<file path="src/rtl/mem_arbiter_pkg.sv">
// Shared widths and types for the memory arbiter and its memory model.
package mem_arbiter_pkg;

   localparam int unsigned ADDR_W     = 15;
   localparam int unsigned DATA_W     = 16;
   localparam int unsigned RD_LATENCY = 2;

   typedef logic [ADDR_W-1:0] addr_t;
   typedef logic [DATA_W-1:0] data_t;

endpackage

</file>
<file path="src/rtl/mem_arbiter_if.sv">
// Requester-side and memory-side signals of the arbiter, bundled.
// The slave view belongs to the arbiter; the master view to the requesters and memory.
interface mem_arbiter_if
   import mem_arbiter_pkg::*;
#(
   parameter int unsigned NREQ = 4
);

   logic [NREQ-1:0]        rd_req_valid;
   logic [NREQ*ADDR_W-1:0] rd_req_addr;
   logic [NREQ-1:0]        rd_req_ready;
   logic [NREQ-1:0]        rd_rsp_valid;
   data_t                  rd_rsp_data;

   logic [NREQ-1:0]        wr_req_valid;
   logic [NREQ*ADDR_W-1:0] wr_req_addr;
   logic [NREQ*DATA_W-1:0] wr_req_data;
   logic [NREQ-1:0]        wr_req_ready;

   addr_t                  mem_raddr;
   data_t                  mem_rdata;
   logic                   mem_wen;
   addr_t                  mem_waddr;
   data_t                  mem_wdata;

   modport slave (
      input  rd_req_valid, rd_req_addr, wr_req_valid, wr_req_addr, wr_req_data, mem_rdata,
      output rd_req_ready, rd_rsp_valid, rd_rsp_data, wr_req_ready,
      output mem_raddr, mem_wen, mem_waddr, mem_wdata
   );

   modport master (
      output rd_req_valid, rd_req_addr, wr_req_valid, wr_req_addr, wr_req_data, mem_rdata,
      input  rd_req_ready, rd_rsp_valid, rd_rsp_data, wr_req_ready,
      input  mem_raddr, mem_wen, mem_waddr, mem_wdata
   );

endinterface

</file>
<file path="src/rtl/mem_arbiter_rr_arbiter.sv">
// Round-robin arbiter: one-hot combinational grant, priority starting one past
// the last granted index. Grants are forced low while reset is asserted.
module rr_arbiter #(
   parameter int unsigned N = 4
) (
   input  logic                 clk,
   input  logic                 rst_n,
   input  logic [N-1:0]         req,
   output logic [N-1:0]         grant,
   output logic [$clog2(N)-1:0] gidx
);

   localparam int unsigned IdxW = $clog2(N);

   logic [IdxW-1:0] last_q, last_d;
   logic [IdxW-1:0] cand;
   logic            found;

   // Scan requesters from last+1 around the ring; first set request wins.
   always_comb begin
      grant = '0;
      gidx  = '0;
      cand  = '0;
      found = 1'b0;
      for (int unsigned k = 1; k <= N; k++) begin
         cand = IdxW'((32'(last_q) + k) % N);
         if (!found && rst_n && req[cand]) begin
            grant[cand] = 1'b1;
            gidx        = cand;
            found       = 1'b1;
         end
      end
   end

   // Pointer follows the winner; holds when nothing is granted.
   always_comb begin
      last_d = last_q;
      if (found) begin
         last_d = gidx;
      end
   end

   // Pointer resets to N-1 so requester 0 has first priority.
   always_ff @(posedge clk or negedge rst_n) begin
      if (!rst_n) begin
         last_q <= IdxW'(N - 1);
      end else begin
         last_q <= last_d;
      end
   end

endmodule

</file>
<file path="src/rtl/mem_arbiter.sv">
// Shares a 1R1W word memory between NREQ requesters. Read and write ports are
// arbitrated independently; a tag pipeline matching the memory read latency
// steers each returned word back to the requester that issued it.
module mem_arbiter
   import mem_arbiter_pkg::*;
#(
   parameter int unsigned NREQ = 4
) (
   input  logic           clk,
   input  logic           rst_n,
   mem_arbiter_if.slave   bus
);

   localparam int unsigned IdxW = $clog2(NREQ);

   logic [NREQ-1:0] rd_grant, wr_grant;
   logic [IdxW-1:0] rd_gidx, wr_gidx;

   addr_t rd_addr [NREQ];
   addr_t wr_addr [NREQ];
   data_t wr_data [NREQ];

   // A non-zero tag in a stage doubles as that stage's valid bit.
   logic [RD_LATENCY-1:0][NREQ-1:0] tag_q, tag_d;

   // Unpack the flat request buses into per-requester words.
   always_comb begin
      for (int i = 0; i < int'(NREQ); i++) begin
         rd_addr[i] = bus.rd_req_addr[i*ADDR_W +: ADDR_W];
         wr_addr[i] = bus.wr_req_addr[i*ADDR_W +: ADDR_W];
         wr_data[i] = bus.wr_req_data[i*DATA_W +: DATA_W];
      end
   end

   rr_arbiter #(
      .N (NREQ)
   ) u_rd_arb (
      .clk   (clk),
      .rst_n (rst_n),
      .req   (bus.rd_req_valid),
      .grant (rd_grant),
      .gidx  (rd_gidx)
   );

   rr_arbiter #(
      .N (NREQ)
   ) u_wr_arb (
      .clk   (clk),
      .rst_n (rst_n),
      .req   (bus.wr_req_valid),
      .grant (wr_grant),
      .gidx  (wr_gidx)
   );

   assign bus.rd_req_ready = rd_grant;
   assign bus.wr_req_ready = wr_grant;

   // Memory-side muxes; everything parks at zero when the port is idle.
   always_comb begin
      bus.mem_raddr = '0;
      bus.mem_wen   = 1'b0;
      bus.mem_waddr = '0;
      bus.mem_wdata = '0;
      if (|rd_grant) begin
         bus.mem_raddr = rd_addr[rd_gidx];
      end
      if (|wr_grant) begin
         bus.mem_wen   = 1'b1;
         bus.mem_waddr = wr_addr[wr_gidx];
         bus.mem_wdata = wr_data[wr_gidx];
      end
   end

   // Shift the one-hot read grant along with the memory's read pipeline.
   always_comb begin
      tag_d    = tag_q;
      tag_d[0] = rd_grant;
      for (int s = 1; s < int'(RD_LATENCY); s++) begin
         tag_d[s] = tag_q[s-1];
      end
   end

   // Async reset drops in-flight reads so no stale response escapes.
   always_ff @(posedge clk or negedge rst_n) begin
      if (!rst_n) begin
         tag_q <= '0;
      end else begin
         tag_q <= tag_d;
      end
   end

   assign bus.rd_rsp_valid = tag_q[RD_LATENCY-1];
   assign bus.rd_rsp_data  = bus.mem_rdata;

endmodule
</file>
<file path="src/flat_wrapper.sv">
// flat-port wrapper written by rule: the top's interface ports become plain ports
module mem_arbiter_flat import mem_arbiter_pkg::*;
#(
   parameter int unsigned NREQ = 4
)
  (clk, rst_n, bus_rd_req_valid, bus_rd_req_addr, bus_wr_req_valid, bus_wr_req_addr, bus_wr_req_data, bus_mem_rdata, bus_rd_req_ready, bus_rd_rsp_valid, bus_rd_rsp_data, bus_wr_req_ready, bus_mem_raddr, bus_mem_wen, bus_mem_waddr, bus_mem_wdata);
  mem_arbiter_if #(.NREQ(NREQ)) bus_i ();
  input  logic clk;
  input  logic rst_n;
  input wire logic [$bits(bus_i.rd_req_valid)-1:0] bus_rd_req_valid;
  input wire logic [$bits(bus_i.rd_req_addr)-1:0] bus_rd_req_addr;
  input wire logic [$bits(bus_i.wr_req_valid)-1:0] bus_wr_req_valid;
  input wire logic [$bits(bus_i.wr_req_addr)-1:0] bus_wr_req_addr;
  input wire logic [$bits(bus_i.wr_req_data)-1:0] bus_wr_req_data;
  input wire logic [$bits(bus_i.mem_rdata)-1:0] bus_mem_rdata;
  output wire logic [$bits(bus_i.rd_req_ready)-1:0] bus_rd_req_ready;
  output wire logic [$bits(bus_i.rd_rsp_valid)-1:0] bus_rd_rsp_valid;
  output wire logic [$bits(bus_i.rd_rsp_data)-1:0] bus_rd_rsp_data;
  output wire logic [$bits(bus_i.wr_req_ready)-1:0] bus_wr_req_ready;
  output wire logic [$bits(bus_i.mem_raddr)-1:0] bus_mem_raddr;
  output wire logic [$bits(bus_i.mem_wen)-1:0] bus_mem_wen;
  output wire logic [$bits(bus_i.mem_waddr)-1:0] bus_mem_waddr;
  output wire logic [$bits(bus_i.mem_wdata)-1:0] bus_mem_wdata;
  assign bus_i.rd_req_valid = bus_rd_req_valid;
  assign bus_i.rd_req_addr = bus_rd_req_addr;
  assign bus_i.wr_req_valid = bus_wr_req_valid;
  assign bus_i.wr_req_addr = bus_wr_req_addr;
  assign bus_i.wr_req_data = bus_wr_req_data;
  assign bus_i.mem_rdata = bus_mem_rdata;
  assign bus_rd_req_ready = bus_i.rd_req_ready;
  assign bus_rd_rsp_valid = bus_i.rd_rsp_valid;
  assign bus_rd_rsp_data = bus_i.rd_rsp_data;
  assign bus_wr_req_ready = bus_i.wr_req_ready;
  assign bus_mem_raddr = bus_i.mem_raddr;
  assign bus_mem_wen = bus_i.mem_wen;
  assign bus_mem_waddr = bus_i.mem_waddr;
  assign bus_mem_wdata = bus_i.mem_wdata;
  mem_arbiter #(.NREQ(NREQ)) u_core (.clk(clk), .rst_n(rst_n), .bus(bus_i));
endmodule
</file>
<file path="config.mk">
export PLATFORM = sky130hd
export DESIGN_NAME = mem_arbiter_flat
export DESIGN_NICKNAME = d
export VERILOG_FILES = /design/src/rtl/mem_arbiter_pkg.sv /design/src/rtl/mem_arbiter_if.sv /design/src/rtl/mem_arbiter_rr_arbiter.sv /design/src/rtl/mem_arbiter.sv /design/src/flat_wrapper.sv
export SDC_FILE = /design/constraint.sdc
export NUM_CORES = 1
export LEC_CHECK = 0
export ABC_CLOCK_PERIOD_IN_PS = 10910
export BUFFER_PORTS_ARGS = -buffer_cell sky130_fd_sc_hd__buf_2
export CAP_MARGIN = 15
export CORE_AREA = 5 5 107 109
export CTS_CLUSTER_DIAMETER = 30
export DETAILED_ROUTE_END_ITERATION = 6
export DIE_AREA = 0 0 112 114
export PLACE_DENSITY = 0.76
export SYNTH_ARGS = -nofsm -noshare
export SYNTH_HDL_FRONTEND = slang
export SYNTH_SLANG_ARGS = --single-unit
export TNS_END_PERCENT = 20
</file>
<file path="constraint.sdc">
create_clock -name clk -period 10.91 [get_ports clk]
set_clock_uncertainty 0.05 [all_clocks]
set_input_delay 0.5455 -clock clk [delete_from_list [all_inputs] [get_ports clk]]
set_output_delay 0.5455 -clock clk [all_outputs]
set_load 0.01 [all_outputs]
</file>
==> metrics.cfg <==
[detailed_routing]
drt-pass1-iter-count = 5
met3_length_mm = 1.293
drc = 0
avgRoutedWirePerCell_um = 17.07
ant_nets = 0
met2_length_mm = 6.402
top_layer_used = met4
avgViaCountPerCell = 5.696
drt_iter0_drc = 540
vias = 4466
wirelength_met1_mm = 5.351
routed_wl_mm = 13.39

[synth]
yosysWarnings = 0
ys_types = 45
synth_ff_type = dfrtp_1
synthCells = 450
synth_nets = 676
yosys_register_bits = 12
synth_edf_count = 0
async_reset_ff_share_pct = 100.0
ys_seq_area_share_pct = 8.964
syn_area_mm2 = 0.003406
syn_area_per_cell_um2 = 7.568

[floorplan]
fp.dieArea_mm2 = 0.01277
ios = 285
initial_core_util_pct = 32.41
num_rows = 38
core_area_mm2 = 0.01051
die_w_um = 112
fp.dieH_um = 114

[clock_network]
clk_pin_slew_ns = 0.06
cts.path.max_buffers = 2
cts_tree = done
clkLatencyLatePin_ns = 0.25
cts_buffers = 3
post_cts_buffers = 0
cts_resized = 0
clock-sinks = 12
root_buffer = clkbuf_8
postCtsHoldBufs = 0
ctsHtreeMaxLevel = 1

[worst_setup_path]
crit_fanout = 23
cp-start-kind = flop
ff2ff_path_depth = 6
cp_slowest_stage_delay_ns = 0.79
crit_buf_inv = 3
critical_path_arrival_ns = 4.12
crit_chain = inv_1 -> ha_1 -> mux4_2 -> nor2b_1 -> a22oi_1 -> o21ai_0 -> nand2_1 -> buf_16 -> a211oi_1 -> buf_2
endpoint_kind = primary output
regToRegSetupSlack_ns = 7.79
critPathKind = flop to primary output
slowest_stage = dfstp_2
r2r-end = u_core.u_wr_arb.last_q[0]
crit_family = flip-flops
worstReg2RegStart = u_core.u_wr_arb.last_q[0]
critPathRequiredTime_ns = 10.31

[power]
ir_drop_mv = 0.1612
power_density_mw_per_mm2 = 321.9
seq_power_share_pct = 7.6
p_total_mw = 1.503
comb_power_share_pct = 89.1
internal_power_uw = 657.6
p_sw_uw = 845.9
clkPwrFrac_pct = 3.3
p_sw_share_pct = 56.26
p_leak_nw = 2.391

[run_status]
outcome = finished clean

[sta]
period_minus_slack_ns = 4.713
rsz0062_at_grt = false
maxSlewHeadroom_pct = 26.02
worst_slew_pin_slew_ns = 1.106
max_freq_mhz = 212.2
final_max_slew_viol_count = 0
setup_violations = 0
period_share_pct = 43.20
hold_viol_final = 0
worst_slack_ns = 6.197
finalSetupTns_ns = 0

[global_routing]
grt_usage_pct = 19.20
grt-ovfl-total = 0
antenna_found_initial = 5
grt_pass1_wl_mm = 20.91
grt_pass1_vias = 4267
grt_max_degree = 64

[flow_run]
drv_cap = 0

[place]
dpl_worst_slack_ns = 5.839
io_buffers = 252
routabilityCongestion = 0.8560
dp_hpwl_mm = 10.17

[layout]
layout.nets = 866
syn_to_final_growth_pct = 37.14
layout-drive-gt1-share_pct = 46.17

[worst_hold_path]
min_path_type = input port to asynchronous set/reset pin

-- cell type report --
cell class	instances	area (um2)
multi-input cells	354	2728
repair buffers	260	1361
flip-flops and latches	12	305.3
clock buffers	4	55.05
well taps	140	175.2
inverters	9	33.78
fillers	1092	5837
diodes	5	12.51
-- layer usage --
| metal | track usage, % | up-vias |
|---|---|---|
| met5 | 0 | - |
| met4 | 7.292 | 0 |
| met3 | 3.289 | 29 |
| met2 | 31.89 | 240 |
| met1 | 25.01 | 2056 |
| li1 | - | 2141 |
-- state kept, by name, indices dropped and copies added, names as in the netlist --
signal,cells
u_core.bus.rd_rsp_valid,4
u_core.tag_d,4
u_core.u_rd_arb.last_q,2
u_core.u_wr_arb.last_q,2
-- worst max path at each step --
stage / slack [ns] / to / startpoint / cells past startpoint
2_1_floorplan: 6.90 / bus_mem_waddr[0] / u_core.u_wr_arb.last_q[0] / 12
3_3_place_gp: 5.85 / bus_mem_waddr[8] / u_core.u_wr_arb.last_q[0] / 9
3_5_place_dp: 5.84 / bus_mem_wdata[11] / u_core.u_wr_arb.last_q[0] / 9
4_1_cts: 5.53 / bus_mem_wdata[11] / u_core.u_wr_arb.last_q[0] / 9
5_1_grt: 5.91 / bus_mem_wdata[9] / u_core.u_wr_arb.last_q[0] / 10
6_report: 6.20 / bus_mem_wdata[9] / u_core.u_wr_arb.last_q[0] / 10
-- worst register-to-register path: stages, from the launching register on --
cell and delay [ns]:
dfstp_2 0.79, inv_1 0.19, ha_1 0.58, mux4_2 0.67
o21ai_2 0.20, buf_4 0.44, nand2_1 0.11
-- logic make-up after synthesis --
| group | synth area share, % |
|---|---|
| AOI/OAI and AO/OA | 37.80 |
| and+or+nand+nor | 22.52 |
| buffers and inverters | 12.05 |
| muxes | 12.78 |
| adders and majority gates | 5.878 |
| DFF | 8.964 |
-- synthesized netlist by cell type (6+ instances only) --
cell type,instances,area (um2)
o21ai_0,7,35.03
and3_1,62,387.9
inv_1,9,33.78
dfrtp_1,8,200.2
mux2i_1,21,210.2
a32oi_1,6,52.55
nor2b_1,6,37.54
a221oi_1,15,131.4
nand2_1,28,105.1
nand3b_1,9,67.56
clkbuf_1,43,161.4
a21oi_1,22,110.1
ha_1,16,200.2
mux4_2,8,180.2
nor2_1,7,26.28
a211oi_1,98,735.7
buf_4,23,172.7
buf_2,7,35.03
-- cell usage in the layout, fill, tap and decap left out, drive strengths merged, types with 6 or more instances in the layout --
master | Yosys | final
buf | 32 | 260
a211oi | 98 | 98
and3 | 62 | 62
nand2 | 28 | 28
a21oi | 22 | 22
mux2i | 21 | 21
ha | 16 | 16
a221oi | 15 | 15
o21ai | 10 | 10
inv | 9 | 9
nand3b | 9 | 9
mux4 | 8 | 8
dfrtp | 8 | 8
nor2 | 7 | 7
a32oi | 6 | 6
nor2b | 6 | 6
-- through the flow --
step	hold WS, ns	area (um2)	utilization (%)	cells
2_1_floorplan	0.1999	3406	-	450
5_1_grt	0.2773	4671	44.45	784
4_1_cts	0.2438	4596	43.74	776
3_5_place_dp	0.2872	4541	43.21	772
3_3_place_gp	0.2837	4541	43.21	772
6_report	0.2354	4671	44.45	784
-- power by group through the flow --
stage                     Sequential [mW]  Clock (mW)  Combinational (mW)
final                               0.114      0.0497                1.34
after global routing                0.120      0.0535                1.47
after floorplan                    0.0802           0               0.960
after global placement              0.113           0                1.31
after detailed placement            0.114           0                1.32
after CTS                           0.114      0.0514                1.32
Note: power is estimated with default switching activity, not from simulation.
